[config.mk]
export PLATFORM = sky130hd
export DESIGN_NAME = up_counter
export DESIGN_NICKNAME = d
export VERILOG_FILES = /design/src/rtl/counter_pkg.sv /design/src/rtl/up_counter_prescaler.sv /design/src/rtl/up_counter.sv
export SDC_FILE = /design/constraint.sdc
export NUM_CORES = 1
export LEC_CHECK = 0
export ABC_AREA = 1
export BUFFER_PORTS_ARGS = -buffer_cell sky130_fd_sc_hd__buf_2
export CORE_AREA = 5 5 42 44
export DETAILED_ROUTE_END_ITERATION = 8
export DIE_AREA = 0 0 47 49
export SYNTH_ARGS = -nofsm -noshare
export SYNTH_HDL_FRONTEND = slang
export SYNTH_SLANG_ARGS = --single-unit
[constraint.sdc]
create_clock -name clk -period 1.37 [get_ports clk]
set_clock_uncertainty 0.15 [all_clocks]
set_input_delay 0.274 -clock clk [delete_from_list [all_inputs] [get_ports clk]]
set_output_delay 0.274 -clock clk [all_outputs]
set_load 0.01 [all_outputs]
[src/rtl/counter_pkg.sv]
// Shared helpers for the up counter family: parameter sanity checks and load clamping.
// Combinational only; no clocked state lives here.
package counter_pkg;

  function automatic bit max_count_ok(input int width, input longint max_count);
    return (width >= 1) && (max_count >= 1) &&
           (max_count <= ((64'sd1 <<< width) - 64'sd1));
  endfunction

  function automatic bit prescale_ok(input int prescale);
    return prescale >= 1;
  endfunction

  function automatic logic [31:0] clamp_load(input logic [31:0] val, input logic [31:0] max);
    return (val > max) ? max : val;
  endfunction

endpackage

[src/rtl/up_counter_prescaler.sv]
// Divides enabled cycles into a one-cycle tick every PRESCALE enabled edges.
// tick is combinational from the current count; en low pauses without resetting.
module up_counter_prescaler
  import counter_pkg::*;
#(
  parameter int PRESCALE = 1
) (
  input  logic clk,
  input  logic reset,
  input  logic en,
  input  logic zero,
  output logic tick
);

  if (!prescale_ok(PRESCALE)) begin : g_bad_prescale
    $error("up_counter_prescaler: PRESCALE must be >= 1");
  end

  if (PRESCALE == 1) begin : g_direct
    logic w_unused;
    assign w_unused = ^{clk, reset, zero};
    assign tick     = en;
  end else begin : g_div
    localparam int PW = $clog2(PRESCALE);
    logic [PW-1:0] r_pcnt;
    logic          w_last;

    assign w_last = (r_pcnt == PW'(PRESCALE - 1));
    assign tick   = en && w_last;

    always_ff @(posedge clk) begin
      if (reset || zero) begin
        r_pcnt <= '0;
      end else if (en) begin
        r_pcnt <= w_last ? '0 : r_pcnt + PW'(1);
      end
    end
  end

endmodule

[src/rtl/up_counter.sv]
// Modulo-(MAX_COUNT+1) up counter with clear/load, optional prescaler, tc, wrap pulse and sticky overflow.
// Edge priority is reset > clear > load > count; q updates on the same edge a tick is seen.
module up_counter
  import counter_pkg::*;
#(
  parameter int WIDTH     = 4,
  parameter int MAX_COUNT = 15,
  parameter int PRESCALE  = 1
) (
  input  logic             clk,
  input  logic             reset,
  input  logic             en,
  input  logic             clear,
  input  logic             load,
  input  logic [WIDTH-1:0] load_val,
  output logic [WIDTH-1:0] q,
  output logic             tc,
  output logic             wrap,
  output logic             overflow
);

  if (!max_count_ok(WIDTH, MAX_COUNT)) begin : g_bad_max
    $error("up_counter: MAX_COUNT must lie in 1 .. 2**WIDTH-1");
  end

  logic [WIDTH-1:0] r_q;
  logic             r_wrap;
  logic             r_ovf;
  logic             w_tick;
  logic             w_at_max;
  logic [WIDTH-1:0] w_load_q;

  assign w_at_max = (r_q == WIDTH'(MAX_COUNT));
  assign w_load_q = WIDTH'(clamp_load(32'(load_val), 32'(MAX_COUNT)));

  up_counter_prescaler #(
    .PRESCALE (PRESCALE)
  ) u_prescaler (
    .clk   (clk),
    .reset (reset),
    .en    (en),
    .zero  (clear | load),
    .tick  (w_tick)
  );

  // Explicit wrap select keeps MAX_COUNT < 2**WIDTH-1 correct; the full-range case matches natural rollover.
  always_ff @(posedge clk) begin
    if (reset || clear) begin
      r_q    <= '0;
      r_wrap <= 1'b0;
      r_ovf  <= 1'b0;
    end else if (load) begin
      r_q    <= w_load_q;
      r_wrap <= 1'b0;
    end else begin
      r_wrap <= 1'b0;
      if (w_tick) begin
        if (w_at_max) begin
          r_q    <= '0;
          r_wrap <= 1'b1;
          r_ovf  <= 1'b1;
        end else begin
          r_q <= r_q + WIDTH'(1);
        end
      end
    end
  end

  assign q        = r_q;
  assign tc       = w_at_max;
  assign wrap     = r_wrap;
  assign overflow = r_ovf;

endmodule
==> results.txt, run 1 <==
In this run the horizontal extent of the chip is 47 microns. Entering global routing, the biggest net connects 7 pins. The final count of pins violating max slew came out at 0.

For this run, the post-layout net count is 73. In this run the power density over the cells is 870 nW/um^2. The launch point of the critical path was q[0]$_SDFFE_PP0P_. Counting flops and latches in the post-synthesis netlist gives 6. The tree built by TritonCTS fans out to 6 sinks.

The worst hold path begins at reset. The logs give 0.808 for the worst relative slew slack and 700 MHz for the fmax. Among all stages on the critical path, the largest delay is contributed by sky130_fd_sc_hd__dfxtp_2. The number of warnings reported in the yosys synthesis log came out at 0. The critical path goes through ha_4, nand3_4, inv_2, buf_6. The floorplan step defined a die boundary enclosing 2300 sq um. Counting along the longest clock path gives a buffer depth of 2.

Gate count after technology mapping: 40. The post-detailed-route via-to-cell ratio was 4.38; the final setup violation count was 1. The time the worst path needs with I/O delays and setup was 1.43 ns; the standard-cell row count was 14.

The number of different library cells used by synthesis comes to 13. The via count of the first global-routing pass was 318; the global route total overflow was 0. Clock latency on the worst-skew pair, taken at its later pin, is 0.25 ns. The critical path start-end classification is flop to primary output. Counting tap cells, the placed design contains a total of 73 instances. The register area share after synthesis is 0.407. Along the worst path, the maximum fanout reaches 2. STA puts the critical path data required time at 0.95 ns.

Summed over all nets, the half-perimeter wirelength after detailed placement is 602 microns. The I/O pin count is 16, and the first-pass iteration count of the detailed router is 2. The final reports fail on setup timing.

From bottom edge to top edge, the die measures 49 microns. The tools report the kind of start point of the critical path as a flop. Slew at the pin closest to its max-slew limit: 0.287 ns. In this run the standard cell core region covers 1400 sq um.

The number of hold violations in the final report came out at 0. In this run the tool buffered the top-level ports with 15 buffer cells. The tools report the startpoint of the worst register-to-register path as q[0]$_SDFFE_PP0P_. Cell at the root of the clock tree: sky130_fd_sc_hd__clkbuf_4. In this run the cell area of the synthesized design comes to 295 sq um. Relative to the synthesized area, the layout overhead comes to 58.9%. Leakage power figure: 0.000241 uW. Placer congestion estimate: 0.727. STA classifies the critical path endpoint as a primary output. Across the run, the number of max-cap violations was 0. The clock buffer count from CTS is 3, and the remaining antenna violation count is 0.

The detailed router put a total of 353 microns of wire on met1. Clock-pin slew was measured on the worst setup and hold paths at 0.05 ns. The arrival time reported for the critical path endpoint came out at 1.01 ns.

The average instance in the mapped netlist occupies 7.38 sq um. Total nets after synthesis: 50. In the final routed layout, each cell accounts on average for 11.1 microns. Part of the cycle the worst path needs: 1.04. The number of hold buffers added after CTS was 0.

The first global-routing pass estimated 1270 microns of wire. The fraction of layout instances using a drive strength above 1 is 0.443, and the final standard cell count with taps included and fillers excluded is 77. The number of vias in the routed layout is 337. Setup repair after global routing could not meet its margin everywhere. The antenna diode count was 0; the count of unresolved DRC violations after routing was 0. The tightest min-delay check is of the input port to flop type.

The worst supply voltage drop on vdd is 344 uV. For this run, the slowest stage of the critical path takes 0.35 ns. The run finished, with violations left. TritonCTS built the clock tree. The tools report the aggregate global-route resource usage as 0.0770. The run gives 1 as the depth of the CTS H-tree.

The design draws 408 uW. Detailed routing placed a total of 75 microns of wire on met3. The tools report the number of antenna violations at the first check in global routing as 0. Summed over all nets, wire length on met2 after detailed routing comes to 405 microns. The run gives -0.0592 ns as the smallest setup slack after layout. The detailed router used layers up to and including met4. After the first detailed-routing iteration, the DRC count stood at 6. Counting the fill cells in the layout gives 163. Initial core utilization: 0.211.

The routed wire length came out at 853 microns.
-- cells in the final DEF (no fill, tap or decap) --
cell type,netlist,final
sky130_fd_sc_hd__inv_1,6,5
sky130_fd_sc_hd__buf_6,0,1
sky130_fd_sc_hd__inv_2,0,1
sky130_fd_sc_hd__o21ai_0,1,1
sky130_fd_sc_hd__nor2_1,3,3
sky130_fd_sc_hd__dfxtp_2,0,2
sky130_fd_sc_hd__nand4_1,1,1
sky130_fd_sc_hd__nand3_1,4,3
sky130_fd_sc_hd__dfxtp_1,6,4
sky130_fd_sc_hd__nor2_4,1,1
sky130_fd_sc_hd__nand3_4,0,1
sky130_fd_sc_hd__a21oi_1,3,3
sky130_fd_sc_hd__xor2_1,1,1
sky130_fd_sc_hd__clkbuf_4,0,3
sky130_fd_sc_hd__buf_2,0,14
sky130_fd_sc_hd__a22oi_1,3,3
sky130_fd_sc_hd__nand2_1,9,9
sky130_fd_sc_hd__or2_1,1,1
sky130_fd_sc_hd__ha_4,0,1
sky130_fd_sc_hd__buf_4,0,3
-- critical path, delay by kind of cell (launching register included) --
family                   cells  cell delay, ns
AND/OR/NAND/NOR              1            0.08
adder cells (fa/ha/maj)      1            0.16
buffers and inverters        2            0.17
flip-flops                   1            0.35
-- cell families after synthesis --
group	Yosys count	synth area share
AOI/OAI and AO/OA	7	0.144
DFF	6	0.407
and+or+nand+nor	19	0.301
adders and majority gates	1	0.0424
buffers and inverters	6	0.0763
xor gates and xnor gates	1	0.0297
-- synthesized netlist by cell type, drive strengths merged --
library cell  number  area share
a21oi              3       0.051
a22oi              3       0.076
dfxtp              6        0.41
ha                 1       0.042
inv                6       0.076
nand2              9        0.11
nand3              4       0.068
nand4              1       0.021
nor2               4       0.076
o21ai              1       0.017
or2                1       0.021
xor2               1       0.030
-- path summary, 6_finish.rpt --
kind	to	slack, ns	cells after the start
setup / recovery	tc	-0.06	4
hold / removal	q[1]$_SDFFE_PP0P_	0.12	4
setup reg to reg	q[0]$_SDFFE_PP0P_	0.17	5
hold reg to reg	overflow$_SDFFE_PP0P_	0.31	2
-- per-layer routing --
metal / global-route usage / vias to the layer above
met1: 0.0887 / 146
li1: - / 174
met5: 0 / -
met2: 0.115 / 13
met3: 0.0221 / 4
met4: 0.0553 / 0
-- state kept, by name, indices dropped and copies added, names as in the netlist --
register,flops
overflow,1
q,4
wrap,1
-- timing repair --
item | 4_1_cts | 5_1_grt
cloned | 0 | 0
endpoints found under the hold margin | 0 | 0
pin swaps | 1 | 1
resized for setup | 7 | 1
buffers inserted | 1 | 0
endpoints found under the setup margin | 1 | 1
-- power by group --
group          leakage (uW)  switching, uW  internal, uW  total, uW
logic              0.000177           27.4          26.0       53.4
clock network     0.0000138           69.2          99.5        169
registers         0.0000496           6.21           180        186
-- stage by stage --
step / setup WS (ns) / hold slack, ns / instance area (sq um) / utilization / TNS [ns]
global placement: 0.144 / 0.291 / 405 / 0.289 / 0
CTS: -0.0626 / 0.122 / 462 / 0.329 / -0.0626
global route: -0.0998 / 0.155 / 469 / 0.335 / -0.0998
floorplan: 0.111 / 0.289 / 295 / - / 0
detailed placement: 0.137 / 0.294 / 405 / 0.289 / 0
finish: -0.0592 / 0.124 / 469 / 0.335 / -0.0592
-- final cells by class --
cell class | count | area, sq um | share of cell area
repair buffers | 18 | 104 | 0.221
well taps | 16 | 20.0 | 0.0427
clock buffers | 3 | 22.5 | 0.0480
multi-input cells | 28 | 178 | 0.379
inverters | 6 | 22.5 | 0.0480
flip-flops and latches | 6 | 123 | 0.261
No activity file was read; power rests on OpenSTA's default activity.
==> run 2: changes to the inputs <==
- ABC_AREA: 1 -> default
==> run 2 against run 1 <==
Non-clock buffer count up 2. Cell area up 2.9%. Clock power down 4%. Global-route usage up 0.41 points. Combinational power up 8.1%. Largest cell class unchanged. Sequential power about the same. Die area unchanged. The flow still finishes with violations (setup timing).
==> results.txt, run 2 <==
The power density over cell area is 845 nW/um^2 (-2.9%). The tools report the initial core utilization as 0.210 (-0.000893). The most used standard cell by instance count after synthesis is sky130_fd_sc_hd__dfxtp_1. The share of the synthesized area in the top cell type is 0.409 (+0.00173), and the first-pass iteration count of the detailed router is 4 (+2).

The worst supply voltage drop on vdd was 257 uV (-25%). The via count of the first global-routing pass came out at 302 (-5.0%). Worst min-delay path endpoint: q[2]$_SDFFE_PP0P_. Final setup violation count: 1 (unchanged).

Number of vias in the routed layout: 310 (-8.0%). The number of stages on the worst hold path came out at 2 (-2). The worst reg2reg path depth is 7 (+2). The slew at the pin closest to its max-slew limit works out to 0.286 ns (-0.000346 ns). The end of the worst register-to-register path was overflow$_SDFFE_PP0P_. Post-synthesis cell area: 294 sq um (-0.42%).

Maximum net fanout on the critical path: 2 (unchanged). The tools report the routed wire length as 798 microns (-6.4%). Yosys attributes the largest share of cell area to sky130_fd_sc_hd__dfxtp_1 (41%), sky130_fd_sc_hd__xor2_1 (6.0%), sky130_fd_sc_hd__nand3_1 (5.1%).

The placer congestion estimate came out at 0.670 (-7.7%). The delay contributed by the slowest stage of the critical path is 0.35 ns (about the same). The aggregate global-route resource usage came out at 0.0810 (+0.00407). The startpoint identified for the worst register-to-register timing path is q[1]$_SDFFE_PP0P_.

The run gives 0 (unchanged) as the number of warnings reported in the yosys synthesis log. The total nets after synthesis was 42 (-16%); the register area share after synthesis was 0.409 (+0.00173). STA classifies the critical path startpoint as a flop.

The number of hold violations in the final report is 0 (unchanged). The tools report the cell at the root of the clock tree as sky130_fd_sc_hd__clkbuf_4. The tools report the minimum setup slack after placement as 0.0431 ns (-0.0937 ns). The antenna diode count was 0 (unchanged); the required time of the worst setup path was 0.95 ns (about the same). In the layout the commonest cells are sky130_fd_sc_hd__buf_2 (14), sky130_fd_sc_hd__buf_4 (5), sky130_fd_sc_hd__dfxtp_1 (4). The core area is 1400 sq um (unchanged). The logs give 0 (unchanged) for the count of unresolved DRC violations after routing and 67 (-8.2%) for the count of nets after finishing.

The flop and latch count out of synthesis works out to 6 (unchanged). The largest individual stage delay along the critical path comes from the cell sky130_fd_sc_hd__dfxtp_2. The tools report the smallest setup slack after layout as -0.0343 ns (+0.0249 ns). The register-to-register setup slack came out at 0.09 ns (-0.08 ns). The run gives 6 (unchanged) as the iteration-0 DRC count of the detailed router. The die extent in y works out to 49 microns (unchanged). The run gives 16 (unchanged) as the I/O pin count. The number of synthesized flops with an enable pin was 0 (unchanged); the final count of pins violating max slew was 0 (unchanged).

The standard-cell row count came out at 14 (unchanged). The tightest min-delay check is of the input port to flop type. The tools report the fmax as 712 MHz (+1.8%). The checks that failed: setup timing. From synthesis to final layout, the design area changed by 64.3%. The remaining antenna violation count was 0 (unchanged). The worst hold path begins at reset. Count of buffers inserted at the top-level ports: 15 (unchanged). Arrival time reported for the critical path endpoint: 0.98 ns (-0.03 ns).

For the area of the die, the log shows 2300 sq um (unchanged). The logs give 0 (unchanged) for the number of buffers added to fix hold violations after cts and 1330 microns (+4.9%) for the wire length of the first global-routing pass. The fraction of layout instances using a drive strength above 1 came out at 0.545 (+0.103).

Number of antenna violations at the first check in global routing: 0 (unchanged). The time the worst path needs with I/O delays and setup is 1.40 ns (-0.0249 ns), and the gate count after technology mapping is 32 (-20%). TritonCTS built the clock tree. The worst setup path is captured at a primary output.

The clock-pin slew on the worst setup and hold paths was 0.05 ns (about the same). Ranked by instance count, the synthesized netlist is headed by sky130_fd_sc_hd__dfxtp_1 (6), sky130_fd_sc_hd__nand3_1 (3). The critical path goes through ha_4, nand3_4, inv_2, buf_6. The clock network latency to the later pin of the worst-skew pair is 0.24 ns (about the same), and the average wire per standard cell is 11.2 microns (+1.5%). The synthesized design spends more area on one cell type than any other, namely sky130_fd_sc_hd__dfxtp_1.

The tools report the leakage power figure as 0.000232 uW (-3.4%). For the global route total overflow, the log shows 0 (unchanged). The most used flip-flop cell after synthesis is sky130_fd_sc_hd__dfxtp_1. The distinct cell type count of the synthesized netlist is 20 (+7). The flow ran to the end, but the final reports show violations.

The run gives 405 sq um (unchanged) as the placement-stage cell area. The worst setup path is of the flop to primary output kind. The clock buffer count from CTS was 3 (unchanged). The depth of the CTS H-tree is 1 (unchanged). The post-detailed-route via-to-cell ratio is 4.37 (-0.24%), and the per-instance average area after synthesis is 9.19 sq um (+24%). The post-route cell area was 483 sq um (+2.9%); the flip-flop count of the largest register, all copies and words added was 4 (unchanged). The number of clock sinks was 6 (unchanged); the number of maximum-capacitance constraint violations was 0 (unchanged).

The most common cell after layout, fill and taps aside is sky130_fd_sc_hd__buf_2. The top cell family by delay on the critical path is flip-flops. The number of buffers and inverters on the critical path is 2 (unchanged), and the maximum root-to-sink buffer count is 2 (unchanged). The maximum number of pins on one net before global-route repair is 7 (unchanged), and the die boundary width is 47 microns (unchanged). The tools report the worst relative slew slack as 0.808 (about the same). Setup repair after global routing could not meet its margin everywhere. The part of the cycle the worst path needs works out to 1.03 (-0.0182). The async set-reset flop share out of synthesis came out at 0 (unchanged).
==> run 2: cell type report <==
type / instances / area, sq um
fill: 158 / 918
multi-input combinational: 24 / 191
sequential: 6 / 123
timing repair buffer: 20 / 119
clock buffer: 3 / 22.5
tap: 16 / 20.0
inverter: 2 / 7.51
==> run 2: worst max path at each step <==
stage | end | start | depth (start not counted) | slack (ns)
2_1_floorplan | q[2]$_SDFFE_PP0P_ | q[1]$_SDFFE_PP0P_ | 4 | 0.02
3_3_place_gp | q[2]$_SDFFE_PP0P_ | q[0]$_SDFFE_PP0P_ | 4 | 0.08
3_5_place_dp | q[2]$_SDFFE_PP0P_ | q[0]$_SDFFE_PP0P_ | 4 | 0.04
4_1_cts | tc | q[0]$_SDFFE_PP0P_ | 4 | -0.04
5_1_grt | tc | q[1]$_SDFFE_PP0P_ | 4 | -0.08
6_report | tc | q[1]$_SDFFE_PP0P_ | 4 | -0.03
==> run 2: routing by layer <==
metal  wire length [microns]  vias up  track usage
met2                     360       11        0.106
met5                       0        -            0
li1                        -      164            -
met1                     347      135        0.108
met3                      91        0       0.0369
met4                       0        0       0.0415
==> run 2: what timing repair did <==
action / in CTS / in global routing
resized for setup: 6 / 1
pin swaps: 0 / 2
endpoints found under the setup margin: 1 / 1
setup buffers: 2 / 1
==> run 2: worst register-to-register path: cells and delay by family, from the launching register on <==
family / cells / cell delay [ns]
flops: 1 / 0.33
buf+inv: 3 / 0.28
fa+ha+maj: 1 / 0.17
simple gates: 2 / 0.13
compound gates: 1 / 0.11
==> run 2: per-stage QoR <==
stage / instances / util / total power, uW / hold slack (ns) / TNS (ns)
after global placement: 65 / 0.289 / 242 / 0.348 / 0
final: 71 / 0.345 / 408 / 0.104 / -0.0343
after floorplan: 32 / - / 213 / 0.193 / 0
after global routing: 71 / 0.345 / 434 / 0.111 / -0.0837
after detailed placement: 65 / 0.289 / 242 / 0.348 / 0
after CTS: 70 / 0.334 / 412 / 0.0954 / -0.0398
==> run 2: cells by family after synthesis <==
logic type | count (synthesis) | synth area share
AND/OR/NAND/NOR | 13 | 0.243
AO/OA/AOI/OAI | 7 | 0.187
flip-flops | 6 | 0.409
XOR/XNOR | 2 | 0.0596
buffers and inverters | 2 | 0.0255
multiplexers | 1 | 0.0340
adder cells (fa/ha/maj) | 1 | 0.0425
==> run 2: where the power goes <==
part	internal [uW]	total [uW]	switching (uW)	leakage [uW]
Clock	99.1	163	63.9	0.0000138
Sequential	181	187	6.36	0.0000496
Combinational	28.5	57.7	29.2	0.000169
